==> src/rtl/axi4_stream_pkg.sv <==
// Shared types and default widths for the AXI4-Stream burst source.
package axi4_stream_pkg;

    localparam int unsigned DATA_SIZE_DEF = 32;
    localparam int unsigned LEN_SIZE_DEF  = 8;

    typedef enum logic [1:0] {
        IDLE,
        SEND,
        GAP
    } state_t;

endpackage

==> src/rtl/axi4_stream_burst_source_if.sv <==
// Stream payload/handshake bundle between the burst source and its sink.
interface axi4_stream_burst_source_if
    import axi4_stream_pkg::*;
#(
    parameter int unsigned DATA_SIZE = DATA_SIZE_DEF
);

    logic [DATA_SIZE-1:0] write_data;
    logic                 write_data_valid;
    logic                 write_data_ready;
    logic                 write_data_last;

    modport master (
        output write_data,
        output write_data_valid,
        output write_data_last,
        input  write_data_ready
    );

    modport slave (
        input  write_data,
        input  write_data_valid,
        input  write_data_last,
        output write_data_ready
    );

endinterface

==> src/rtl/axi4_stream_burst_source.sv <==
// Emits a burst of incrementing data beats with optional idle gaps between beats.
module axi4_stream_burst_source
    import axi4_stream_pkg::*;
#(
    parameter int unsigned DATA_SIZE = DATA_SIZE_DEF,
    parameter int unsigned LEN_SIZE  = LEN_SIZE_DEF
) (
    input  logic                       clk,
    input  logic                       reset,
    input  logic                       start,
    input  logic [DATA_SIZE-1:0]       start_value,
    input  logic [LEN_SIZE-1:0]        burst_len,
    input  logic [LEN_SIZE-1:0]        gap_len,
    axi4_stream_burst_source_if.master stream,
    output logic                       busy,
    output logic                       done
);

    localparam logic [DATA_SIZE-1:0] DATA_ONE = {{(DATA_SIZE-1){1'b0}}, 1'b1};
    localparam logic [LEN_SIZE-1:0]  LEN_ONE  = {{(LEN_SIZE-1){1'b0}}, 1'b1};

    state_t               state_q, state_d;
    logic [DATA_SIZE-1:0] data_q, data_d;
    logic [LEN_SIZE-1:0]  len_q, len_d;
    logic [LEN_SIZE-1:0]  gap_q, gap_d;
    logic [LEN_SIZE-1:0]  beat_q, beat_d;
    logic [LEN_SIZE-1:0]  gcnt_q, gcnt_d;
    logic                 valid_q, valid_d;
    logic                 last_q, last_d;
    logic                 done_q, done_d;
    logic [LEN_SIZE-1:0]  beat_inc;

    always_ff @(posedge clk or posedge reset) begin
        if (reset) begin
            state_q <= IDLE;
            data_q  <= '0;
            len_q   <= '0;
            gap_q   <= '0;
            beat_q  <= '0;
            gcnt_q  <= '0;
            valid_q <= 1'b0;
            last_q  <= 1'b0;
            done_q  <= 1'b0;
        end else begin
            state_q <= state_d;
            data_q  <= data_d;
            len_q   <= len_d;
            gap_q   <= gap_d;
            beat_q  <= beat_d;
            gcnt_q  <= gcnt_d;
            valid_q <= valid_d;
            last_q  <= last_d;
            done_q  <= done_d;
        end
    end

    // Every output is a register; ready only steers next-state values.
    always_comb begin
        state_d  = state_q;
        data_d   = data_q;
        len_d    = len_q;
        gap_d    = gap_q;
        beat_d   = beat_q;
        gcnt_d   = gcnt_q;
        valid_d  = valid_q;
        last_d   = last_q;
        done_d   = 1'b0;
        beat_inc = beat_q + LEN_ONE;

        unique case (state_q)
            IDLE: begin
                if (start) begin
                    state_d = SEND;
                    data_d  = start_value;
                    len_d   = burst_len;
                    gap_d   = gap_len;
                    beat_d  = '0;
                    valid_d = 1'b1;
                    last_d  = (burst_len == '0);
                end
            end
            SEND: begin
                if (valid_q && stream.write_data_ready) begin
                    if (beat_q == len_q) begin
                        state_d = IDLE;
                        beat_d  = '0;
                        valid_d = 1'b0;
                        last_d  = 1'b0;
                        done_d  = 1'b1;
                    end else begin
                        data_d = data_q + DATA_ONE;
                        beat_d = beat_inc;
                        last_d = (beat_inc == len_q);
                        if (gap_q == '0) begin
                            valid_d = 1'b1;
                        end else begin
                            // Counter runs G-1 down to 0, giving exactly G cycles with valid low.
                            state_d = GAP;
                            valid_d = 1'b0;
                            gcnt_d  = gap_q - LEN_ONE;
                        end
                    end
                end
            end
            GAP: begin
                if (gcnt_q == '0) begin
                    state_d = SEND;
                    valid_d = 1'b1;
                end else begin
                    gcnt_d = gcnt_q - LEN_ONE;
                end
            end
            default: begin
                state_d = IDLE;
                valid_d = 1'b0;
                last_d  = 1'b0;
            end
        endcase
    end

    assign stream.write_data       = data_q;
    assign stream.write_data_valid = valid_q;
    assign stream.write_data_last  = last_q;
    assign busy                    = (state_q != IDLE);
    assign done                    = done_q;

endmodule

==> src/flat_wrapper.sv <==
// flat-port wrapper written by rule: the top's interface ports become plain ports
module axi4_stream_burst_source_flat import axi4_stream_pkg::*;
#(
    parameter int unsigned DATA_SIZE = DATA_SIZE_DEF,
    parameter int unsigned LEN_SIZE  = LEN_SIZE_DEF
)
  (clk, reset, start, start_value, burst_len, gap_len, busy, done, stream_write_data, stream_write_data_valid, stream_write_data_last, stream_write_data_ready);
  axi4_stream_burst_source_if #(.DATA_SIZE(DATA_SIZE)) stream_i ();
  input  logic clk;
  input  logic reset;
  input  logic start;
  input  logic [DATA_SIZE-1:0] start_value;
  input  logic [LEN_SIZE-1:0] burst_len;
  input  logic [LEN_SIZE-1:0] gap_len;
  output logic busy;
  output logic done;
  output wire logic [$bits(stream_i.write_data)-1:0] stream_write_data;
  output wire logic [$bits(stream_i.write_data_valid)-1:0] stream_write_data_valid;
  output wire logic [$bits(stream_i.write_data_last)-1:0] stream_write_data_last;
  input wire logic [$bits(stream_i.write_data_ready)-1:0] stream_write_data_ready;
  assign stream_write_data = stream_i.write_data;
  assign stream_write_data_valid = stream_i.write_data_valid;
  assign stream_write_data_last = stream_i.write_data_last;
  assign stream_i.write_data_ready = stream_write_data_ready;
  axi4_stream_burst_source #(.DATA_SIZE(DATA_SIZE), .LEN_SIZE(LEN_SIZE)) u_core (.clk(clk), .reset(reset), .start(start), .start_value(start_value), .burst_len(burst_len), .gap_len(gap_len), .stream(stream_i), .busy(busy), .done(done));
endmodule
==> config.mk <==
export PLATFORM = sky130hd
export DESIGN_NAME = axi4_stream_burst_source_flat
export DESIGN_NICKNAME = d
export VERILOG_FILES = /design/src/rtl/axi4_stream_pkg.sv /design/src/rtl/axi4_stream_burst_source_if.sv /design/src/rtl/axi4_stream_burst_source.sv /design/src/flat_wrapper.sv
export SDC_FILE = /design/constraint.sdc
export NUM_CORES = 1
export LEC_CHECK = 0
export BUFFER_PORTS_ARGS = -buffer_cell sky130_fd_sc_hd__buf_2
export CORE_ASPECT_RATIO = 0.8
export CORE_UTILIZATION = 50
export DETAILED_ROUTE_END_ITERATION = 7
export HOLD_SLACK_MARGIN = 0.02
export PLACE_DENSITY = 0.88
export SYNTH_ARGS = -nofsm -noshare
export SYNTH_HDL_FRONTEND = slang
export SYNTH_SLANG_ARGS = --single-unit
==> constraint.sdc <==
create_clock -name clk -period 2.4 [get_ports clk]
set_input_delay 0.48 -clock clk [delete_from_list [all_inputs] [get_ports clk]]
set_output_delay 0.48 -clock clk [all_outputs]
set_load 0.005 [all_outputs]
==> results.yml <==
drt:
  drt-initial-drc-count: 308
  drc_errors: 0
  ant_nets: 0
  num_vias: 4195
  wl_per_cell_um: 16.8
  wl_mm: 11.7
  viasPerCell: 6.05
  first_pass_iters: 5
die:
  dieArea_um2: 8790
  die_h_um: 84.1
  core_um2: 8060
  rows: 29
  start_util: 0.523
  io_pins: 88
  die_x_um: 105
grt:
  gr-usage-met2: 0.439
  grt_pass1_vias: 4093
  busiest_layer: "met2"
  antenna_found_initial: 0
  gr-usage-met1: 0.385
  use_met3: 0.0492
  grtUsageTotal: 0.281
  grt_max_degree: 70
  grt.overflow.total: 0
  grt_pass1_wl_mm: 19.8
pwr:
  pwr_density_cell_nw_per_um2: 1370
  p_leak_nw: 2.18
  total_power_w: 0.00703
  ir_worst_vdd_v: 0.000562
synthesis:
  synthFlopType: "dfrtp_1"
  avgSynthCellArea_um2: 8.64
  synth_top_area_cell: "dfrtp_1"
  netlist-cell-type-count: 57
  ys_warn_count: 0
  synth-seq-cells: 69
  synth-seq-area-share: 0.410
  netlist_instances: 487
  syn_area_um2: 4210
  synth_top_area_frac: 0.410
  ys_top_cells_by_area: "dfrtp_1 41%, a21oi_1 6.4%, mux2_2 5.4%"
  synth_edf_count: 0
  syn_nets: 542
  async_reset_ff_frac: 1.00
place:
  place.gp.congestion: 0.882
  portBuffers: 87
  hpwl_mm: 8.18
  place_inst: 676
clock_tree:
  clock_path_buffers: 2
  cts_buffers: 9
  path_clk_slew_ns: 0.08
  clock_sinks: 69
  cts_tree: "done"
  cts_root_buffer: "clkbuf_8"
  clock_latency_ns: 0.36
  htree_num_levels: 3
  postCtsHoldBufs: 0
min_path:
  hold_class: "input pin to asynchronous set/reset pin"
timing:
  finalSetupTns_ns: 0
  finalCriticalPeriod_ns: 2.24
  hold_viol_final: 0
  relSlewSlack: 0.662
  period_share: 0.934
  drv_slew: 0
  clock.fmax_mhz: 446
  finalSetupViolCount: 0
  fin_worst_skew_ns: 0.00980
  worst_slew_pin_slew_ns: 0.502
  rsz0062_at_grt: "false"
critical_path:
  critPathCaptureType: "register"
  crit_chain: "xor2_1 -> or4_1 -> o21ai_4 -> buf_4 -> or2_2 -> nor3b_1 -> a21o_1"
  r2r_slack_ns: 0.16
  critical_path_class: "register to register"
  r2r_end: "u_core.beat_q[3]"
  worstRegToRegCells: 7
  cp_max_fo: 8
  slowest_stage: "or4_1"
  worstPathRequired_ns: 2.65
  cp.depth: 7
  crit_buf_inv: 1
  cp-start-kind: "register"
  crit_arrival_ns: 2.49
  cpLargestDelayFamily: "simple AND/OR/NAND/NOR gates"
  cp_slowest_stage_delay_ns: 0.67
  r2r-start: "u_core.len_q[5]"
run:
  max_cap_violations: 0
finish:
  antenna_cells: 0
  final_nets: 635
  layout-drive-gt1-share: 0.280
  mostFrequentLayoutCells: "87 x buf_2, 69 x dfrtp_1, 54 x a21oi_1"
  final_cells: 693
  fin_util: 0.637
  area_growth_pct: 21.9
  final_common_cell: "buf_2"
run_status:
  status: "complete, no violations"
## power by group
group,switching (W),total (W),internal (W)
sequential,0.000661,0.00236,0.00170
combinational,0.00199,0.00359,0.00159
clock,0.000470,0.00108,0.000611
total,0.00313,0.00703,0.00390
## timing repair
item,4_1_cts,5_1_grt
buffers inserted,0,1
setup endpoints to repair,0,5
gates resized for setup,0,5
## tightest hold or removal path, delay by kind of cell
| family | cells | cell delay [ns] |
|---|---|---|
| buffers and inverters | 3 | 0.48 |
## registers in the layout, summed over array words and instances (netlist names)
signal                          cells
u_core.gap_q                        8
u_core.beat_q                       8
u_core.len_q                        8
u_core.stream.write_data_last       1
u_core.done                         1
u_core.gcnt_q                       8
u_core.stream.write_data_valid      1
u_core.stream.write_data           32
u_core.state_q                      2
## worst max-delay path by stage
stage	end	startpoint
detailed placement	u_core.stream.write_data_last	u_core.beat_q[3]
floorplan	u_core.gcnt_q[6]	u_core.state_q[0]
global route	u_core.gcnt_q[3]	u_core.state_q[0]
finish	u_core.beat_q[3]	u_core.len_q[5]
CTS	u_core.stream.write_data_last	u_core.beat_q[3]
global placement	u_core.beat_q[3]	u_core.beat_q[3]
## metrics by stage
| stage | instance area, µm² | hold WS (ns) | worst slack (ns) |
|---|---|---|---|
| CTS | 5110 | 0.211 | 0.0939 |
| global placement | 4880 | 0.509 | 0.211 |
| detailed placement | 4880 | 0.512 | 0.131 |
| floorplan | 4220 | 0.464 | 0.0776 |
| finish | 5130 | 0.190 | 0.159 |
| global route | 5130 | 0.228 | 0.00238 |
## cell type report
cell class | count | area, µm²
clock inverters | 6 | 86.3
repair buffers | 111 | 641
flip-flops and latches | 69 | 1730
well taps | 108 | 135
inverters | 8 | 30.0
multi-input cells | 381 | 2380
fillers | 697 | 2920
clock buffers | 10 | 138
## cell usage after synthesis, types with 3 or more instances
| cell type | instances |
|---|---|
| buf_2 | 8 |
| nand2_1 | 50 |
| o41ai_1 | 3 |
| o22ai_1 | 16 |
| ha_1 | 3 |
| xor2_1 | 10 |
| nor2_1 | 41 |
| and3_1 | 7 |
| a31oi_1 | 6 |
| a211oi_1 | 3 |
| a21oi_1 | 54 |
| o21a_1 | 3 |
| or3_1 | 3 |
| o211ai_1 | 6 |
| nand2b_1 | 10 |
| inv_1 | 8 |
| o21ai_0 | 41 |
| clkbuf_1 | 21 |
| nand4_1 | 10 |
| dfrtp_1 | 69 |
| o31ai_1 | 6 |
| nor3b_1 | 5 |
| nor3_1 | 11 |
| nor4_1 | 6 |
| nand3_1 | 18 |
| a32oi_1 | 3 |
| mux2i_1 | 5 |
| a2bb2oi_1 | 8 |
| mux2_2 | 20 |
## logic make-up (layout without fill, tap and decap cells)
family | count (synthesis) | count (layout) | synth area share
multiplexers | 25 | 25 | 0.0654
adder cells (fa/ha/maj) | 3 | 3 | 0.00892
AO/OA/AOI/OAI | 168 | 168 | 0.255
AND/OR/NAND/NOR | 173 | 173 | 0.200
flip-flops | 69 | 69 | 0.410
XOR/XNOR | 12 | 12 | 0.0250
buffers and inverters | 37 | 135 | 0.0354
## routing by layer
metal	wire length, µm	vias up	part of all wire
li1	-	1993	-
met1	5170	2024	0.44
met2	5670	154	0.49
met3	600	24	0.051
met4	236	0	0.020
met5	0	-	0
Power figures use the tool's default switching activity.
